`config.mk`:
```
export PLATFORM = sky130hd
export DESIGN_NAME = fifo_wr_arbiter
export DESIGN_NICKNAME = d
export VERILOG_FILES = /design/src/rtl/fifo_wr_arbiter.sv
export SDC_FILE = /design/constraint.sdc
export NUM_CORES = 1
export LEC_CHECK = 0
export BUFFER_PORTS_ARGS = -buffer_cell sky130_fd_sc_hd__buf_2
export CORE_MARGIN = 4
export CORE_UTILIZATION = 45
export DETAILED_ROUTE_END_ITERATION = 6
export HOLD_SLACK_MARGIN = 0.05
export PLACE_DENSITY = 0.85
export SKIP_LAST_GASP = 1
export SYNTH_ARGS = -nofsm -noshare
export SYNTH_HDL_FRONTEND = slang
export SYNTH_SLANG_ARGS = --single-unit
```
`constraint.sdc`:
```
create_clock -name clk -period 4.5 [get_ports clk]
set_clock_uncertainty 0.05 [all_clocks]
set_input_delay 0.45 -clock clk [delete_from_list [all_inputs] [get_ports clk]]
set_output_delay 0.45 -clock clk [all_outputs]
set_load 0.01 [all_outputs]
```
`src/rtl/fifo_wr_arbiter.sv`:
```
// Round-robin arbiter sharing one FIFO write port among NUM_REQ valid/ready producers,
// with a per-grant burst quantum and full-flag backpressure (owner keeps grant while stalled).
module fifo_wr_arbiter #(
    parameter int NUM_REQ    = 4,
    parameter int DATA_WIDTH = 8,
    parameter int BURST_LEN  = 4
) (
    input  logic                          clk,
    input  logic                          rst_n,
    input  logic [NUM_REQ-1:0]            req_valid,
    input  logic [NUM_REQ*DATA_WIDTH-1:0] req_data,
    output logic [NUM_REQ-1:0]            req_ready,
    input  logic                          fifo_full,
    output logic                          fifo_wr_en,
    output logic [DATA_WIDTH-1:0]         fifo_data_in,
    output logic [$clog2(NUM_REQ)-1:0]    grant_id,
    output logic                          grant_active,
    output logic [15:0]                   stall_count
);

    localparam int GW = $clog2(NUM_REQ);

    typedef enum logic {IDLE, GRANT} state_t;

    state_t          state_q, state_d;
    logic [GW-1:0]   grant_q, grant_d;
    logic [3:0]      burst_q, burst_d;
    logic [15:0]     stall_q, stall_d;
    logic            found;
    logic [GW-1:0]   nxt, idx;
    logic            xfer;

    // Search starts just past the previous owner, so it gets lowest priority.
    always_comb begin
        found = 1'b0;
        nxt   = grant_q;
        idx   = grant_q;
        for (int k = 1; k <= NUM_REQ; k++) begin
            idx = GW'((int'(grant_q) + k) % NUM_REQ);
            if (!found && req_valid[idx]) begin
                found = 1'b1;
                nxt   = idx;
            end
        end
    end

    always_comb begin
        state_d      = state_q;
        grant_d      = grant_q;
        burst_d      = burst_q;
        stall_d      = stall_q;
        xfer         = 1'b0;
        fifo_wr_en   = 1'b0;
        fifo_data_in = '0;
        req_ready    = '0;
        case (state_q)
            IDLE: begin
                if (found) begin
                    grant_d = nxt;
                    burst_d = 4'd0;
                    state_d = GRANT;
                end
            end
            GRANT: begin
                xfer               = req_valid[grant_q] && !fifo_full;
                fifo_wr_en         = xfer;
                fifo_data_in       = req_data[int'(grant_q)*DATA_WIDTH +: DATA_WIDTH];
                req_ready[grant_q] = xfer;
                if (!req_valid[grant_q]) begin
                    state_d = IDLE;
                end else if (fifo_full) begin
                    if (stall_q != 16'hFFFF) stall_d = stall_q + 16'd1;
                end else if (burst_q == 4'(BURST_LEN - 1)) begin
                    state_d = IDLE;
                end else begin
                    burst_d = burst_q + 4'd1;
                end
            end
            default: state_d = IDLE;
        endcase
    end

    always_ff @(posedge clk or negedge rst_n) begin
        if (!rst_n) begin
            state_q <= IDLE;
            grant_q <= GW'(NUM_REQ - 1);
            burst_q <= 4'd0;
            stall_q <= 16'd0;
        end else begin
            state_q <= state_d;
            grant_q <= grant_d;
            burst_q <= burst_d;
            stall_q <= stall_d;
        end
    end

    assign grant_id     = grant_q;
    assign grant_active = (state_q == GRANT);
    assign stall_count  = stall_q;

endmodule

```
* Word level (Yosys, flattened, before mapping) *
Index checks and enable logic that the tools add are counted.

word-level totals
  bits in registers = 23
  input bits = 39
  output and inout port bits = 32
  logic and storage cells = 71

operators by class
  add/sub/neg operators = 6
  $lt $le $gt $ge = 6
  equality and inequality tests = 6
  shift-type cells = 1
  muxes and demuxes = 33
  bitwise gates (word level) = 2
  reduce and logical (&&, ||, !) cells = 13

operators by type and width
  cell                                                        count
  variable part select 32 x 6 -> 8 bit                        1
  2-to-1 mux 4 bit                                            5
  adder 16 x 1 -> 16 bit, second input constant               1
  inequality test 16 bit, second input constant               1
  less-than comparator 2 x 3 -> 1 bit, second input constant  5
  2-to-1 mux 1 bit                                            15
  binary-select mux 1 bit (select 2 bit)                      5
  2-to-1 mux 2 bit                                            4
  2-to-1 mux 8 bit                                            1
  case mux 4 bit (2 select lines)                             1
  AND reduction 4 bit                                         2
  inequality test 2 bit, second input constant                3
  logical AND 1 bit                                           5
  adder 2 x 1 -> 2 bit, second input constant                 2
  adder 2 bit, second input constant                          2
  adder 4 x 1 -> 4 bit, second input constant                 1
  AND 4 bit                                                   1
  equality test 4 x 2 -> 1 bit, second input constant         1
  zero test 1 bit                                             4
  nonzero test 4 bit                                          1
  AND reduction 3 bit                                         1
  demux 1 bit (select 2 bit)                                  1
  >= comparator 2 x 1 -> 1 bit, second input constant         1
  inequality test 2 x 1 -> 1 bit, second input constant       1
  other kinds (2)                                             2

* Longest topological paths before layout *
  word-level depth = 15
  gate-level depth with buffers = 9
  mapped depth without buffers = 7

* Worst setup path after synthesis *
OpenSTA, ideal clock, no wires.

  path type = register to register
  start = register grant_q[0] (netlist: grant_id[0])
  end = register burst_q[2]
  library setup time = 77 ps
  arrival = 2,681 ps
  required time = 4,373 ps
  setup slack = 1,692 ps
  cell stages (with the launch flop) = 10
  buffers on the path = 2
  clock period less this slack = 2,808 ps
  path through = dfstp_2 buf_2 buf_2 inv_1 ha_1 mux4_2 a211o_1 nor2_1 nor2_1 a21oi_1

between the ends
  cells in the longest elaborated chain, start to end = 15
  elaborated cells on any way between the ends = 27
  classes of those cells = 4 x add/sub; 2 x eq/ne; 14 x mux; 7 x reduce/logical

ends and longest elaborated chain
  what                                      line  source
  start: declaration                        26    logic [GW-1:0] grant_q, grant_d;
  start signal: assignment                  86    grant_q <= GW'(NUM_REQ - 1);
  start signal: assignment                  91    grant_q <= grant_d;
  adder 2 x 1 -> 2 bit                      39    idx = GW'((int'(grant_q) + k) % NUM_REQ);
  binary-select mux 1 bit (select 2 bit)    40    if (!found && req_valid[idx]) begin
  2-to-1 mux 1 bit (not written as such)    40
  2-to-1 mux 1 bit                          40
  zero test 1 bit                           40
  logical AND 1 bit                         40
  2-to-1 mux 1 bit                          40
  zero test 1 bit                           40
  logical AND 1 bit                         40
  2-to-1 mux 1 bit                          40
  zero test 1 bit                           40
  logical AND 1 bit                         40
  2-to-1 mux 1 bit                          40
  inequality test 2 bit (no source line)    n/a
  AND reduction 4 bit (no source line) (*)  n/a
  end signal: assignment                    92    burst_q <= burst_d;
  end: declaration                          27    logic [3:0] burst_q, burst_d;

Mark *: on every way between the ends. The rest lies on a longest branch, timed or not. The select of a mux whose other input is x is not followed.
A chain may end at the register's enable or synchronous reset.

* Worst setup path in the final report *
Same ends and word-level chain as after synthesis.

==> flow_summary.yaml <==
setup_path:
  cp_cell_sequence: "inv_1, ha_1, mux4_2, a211o_1, nor2_1, nor2_1, a21oi_1"
  crit_type: "flip-flop to flip-flop"
  crit_top_cell: "nor2_1"
  cp_slowest_cell: "dfstp_2"
  crit_required_ns: 4.64
  critPathBufInv: 1
  cp_slowest_stage_delay_ns: 0.88
  crit_family: "flip-flops"
  arrival_ns: 3.00
  crit_path_max_fanout: 25
  start_kind: "flip-flop"
  end_kind: "flip-flop"
sta:
  tightest_slew_ns: 0.720
  setup_tns_ns: 0
  rsz0062_at_grt: "no"
  hold_viol_final: 0
  finalCritPeriodShare_pct: 63.5
  setup_viol: 0
  relSlewSlack_pct: 51.9
  fmaxAchievable_mhz: 350
  slew_viol_final: 0
  fin_ws_ns: 1.64
  fin_crit_ns: 2.86
synth:
  synth_top_area_share_pct: 30.6
  synth-seq-cells: 23
  synthCells: 161
  synth-main-ff-cell: "dfrtp_1"
  ys_warn_count: 0
  async_flop_share_pct: 100
  avgSynthCellArea_um2: 10.7
  synth_area_um2: 1720
  synthTopCellsByArea: "dfrtp_1 (31%), mux4_2 (13%), xor2_1 (6.6%)"
  ys_types: 46
  synthTopCellsByCount: "dfrtp_1 (21), nand2_1 (13), xor2_1 (13)"
  synth_edf_count: 0
  syn_nets: 206
  seq_area_frac_synth_pct: 33.6
  synth.most_common_cell: "dfrtp_1"
  synth_top_area_cell: "dfrtp_1"
cts:
  cts_tree: "done"
  path_clk_slew_ns: 0.08
  post-cts-setup-buffers: 0
  cts.sinks: 23
  cts-root-buf: "clkbuf_8"
  cts_buffers: 3
  cts.repair.resized: 0
  clk-insertion-delay-late_ns: 0.27
  htreeDepth: 1
  clk_path_buf_depth: 2
  postCtsHoldBufs: 0
flow_run:
  maxCapViolCount: 0
floorplanning:
  io_pins: 71
  core-area_um2: 3690
  die_area_um2: 4870
  die_width_um: 69.8
  die_h_um: 69.8
  rows: 22
  initial_core_util_pct: 46.6
detailed_routing:
  drt_iter0_markers: 90
  vias: 1464
  wl_mm: 3.89
  wl_per_cell_um: 14.2
  final_antenna_net_count: 0
  via_per_inst: 5.34
  drt_first_pass_iters: 4
  drc: 0
placement:
  io_buffers: 70
  routabilityCongestion: 0.803
  dp_hpwl_mm: 3.03
  dp_slack_ns: 1.62
power:
  ir_drop_mv: 0.419
  powerDensity_nw_per_um2: 513
  leakage_nw: 1.05
  p_seq_share_pct: 34.6
  p_sw_mw: 0.450
  combPwrFrac_pct: 53.8
  pwr-share-clk_pct: 11.7
  p_int_mw: 0.637
  sw_frac_of_total_pct: 41.4
  p_total_mw: 1.09
finish:
  post-route-util_pct: 57.5
  n_fill_cell: 328
  area_delta_synth_final_pct: 23.4
  drive_above_1_share_pct: 42.9
  diodes: 0
  fin_nets: 272
global_route:
  grt_first_pass_wirelength_mm: 6.50
  grt_max_degree: 26
  overflow: 0
  grt_pass1_vias: 1447
  antenna_found_initial: 0
  track_usage_pct: 15.8
worst_hold_path:
  hold_class: "input port to asynchronous set/reset pin"
outcome:
  outcome: "finished clean"
[cells in the final DEF (no fill, tap or decap), types with 2 or more instances in the layout]
| master | Yosys | final |
|---|---|---|
| dfrtp_1 | 21 | 21 |
| nor4_1 | 5 | 5 |
| xor2_1 | 13 | 13 |
| mux4_2 | 10 | 10 |
| inv_1 | 6 | 6 |
| nor3_1 | 2 | 2 |
| nand3_1 | 5 | 5 |
| xnor2_1 | 4 | 4 |
| buf_2 | 4 | 70 |
| and2_1 | 12 | 12 |
| o21ai_0 | 2 | 2 |
| nor2_1 | 12 | 12 |
| dfstp_2 | 2 | 2 |
| mux2_2 | 3 | 3 |
| and3_1 | 2 | 2 |
| and4_1 | 2 | 2 |
| ha_1 | 6 | 6 |
| a221oi_1 | 2 | 2 |
| a21oi_1 | 5 | 5 |
| nand2_1 | 13 | 13 |
| mux2i_1 | 3 | 3 |
| clkbuf_8 | 0 | 3 |
[worst paths after layout]
path	start	to	slack (ns)	cells past startpoint
max	grant_id[0]	burst_q[2]	1.64	7
min	rst_n	stall_count[7]	0.09	1
max reg2reg	grant_id[0]	burst_q[2]	1.64	7
min reg2reg	stall_count[12]	stall_count[12]	0.46	1
max in group asynchronous	rst_n	grant_id[0]	3.94	1
min in group clk	stall_count[12]	stall_count[12]	0.46	1
[per-stage QoR]
stage / hold WS [ns] / std cells / instance area [um2]
6_report: 0.0890 / 274 / 2120
5_1_grt: 0.123 / 274 / 2120
4_1_cts: 0.108 / 274 / 2120
3_5_place_dp: 0.396 / 270 / 2070
3_3_place_gp: 0.397 / 270 / 2070
2_1_floorplan: 0.104 / 161 / 1720
[layer usage]
layer | wire length, um | vias to the layer above | GRT usage, %
met3 | 328 | 5 | 3.19
met2 | 1840 | 59 | 27.6
met1 | 1670 | 687 | 19.7
met4 | 46 | 0 | 4.26
met5 | 0 | - | 0
li1 | - | 713 | -
[area by class of cell]
type | instances | area (um2) | share of cell area [%]
Multi-Input combinational cell | 123 | 1060 | 50.1
Sequential cell | 23 | 578 | 27.3
Timing Repair Buffer | 70 | 350 | 16.5
Tap cell | 48 | 60.1 | 2.83
Clock buffer | 3 | 41.3 | 1.95
Inverter | 6 | 22.5 | 1.06
Clock inverter | 1 | 5.00 | 0.236
[cells by family (layout without fill, tap and decap cells)]
group | Yosys count | count (layout) | share of synthesized area [%]
adder cells (fa/ha/maj) | 6 | 6 | 4.37
AO/OA/AOI/OAI | 21 | 21 | 11.1
flip-flops | 23 | 23 | 33.6
multiplexers | 18 | 18 | 18.5
XOR/XNOR | 17 | 17 | 8.66
buffers and inverters | 15 | 80 | 4.51
AND/OR/NAND/NOR | 61 | 61 | 19.3
[flip-flops by register name, summed over array words and instances, names as in the netlist]
| name | cells |
|---|---|
| burst_q | 4 |
| grant_active | 1 |
| grant_id | 2 |
| stall_count | 16 |
[worst register-to-register path, cell delays in order, from the launching register on]
cell and delay [ns]:
dfstp_2 0.88, inv_1 0.17, ha_1 0.45, mux4_2 0.58, a211o_1 0.26, nor2_1 0.16
nor2_1 0.10, a21oi_1 0.15
[power groups by stage]
stage	clock, mW	sequential, mW	combinational (mW)
floorplan	0	0.315	0.503
global placement	0	0.377	0.576
detailed placement	0	0.378	0.595
CTS	0.132	0.376	0.596
global route	0.142	0.393	0.649
finish	0.127	0.376	0.585
(Power assumes the default switching activity.)
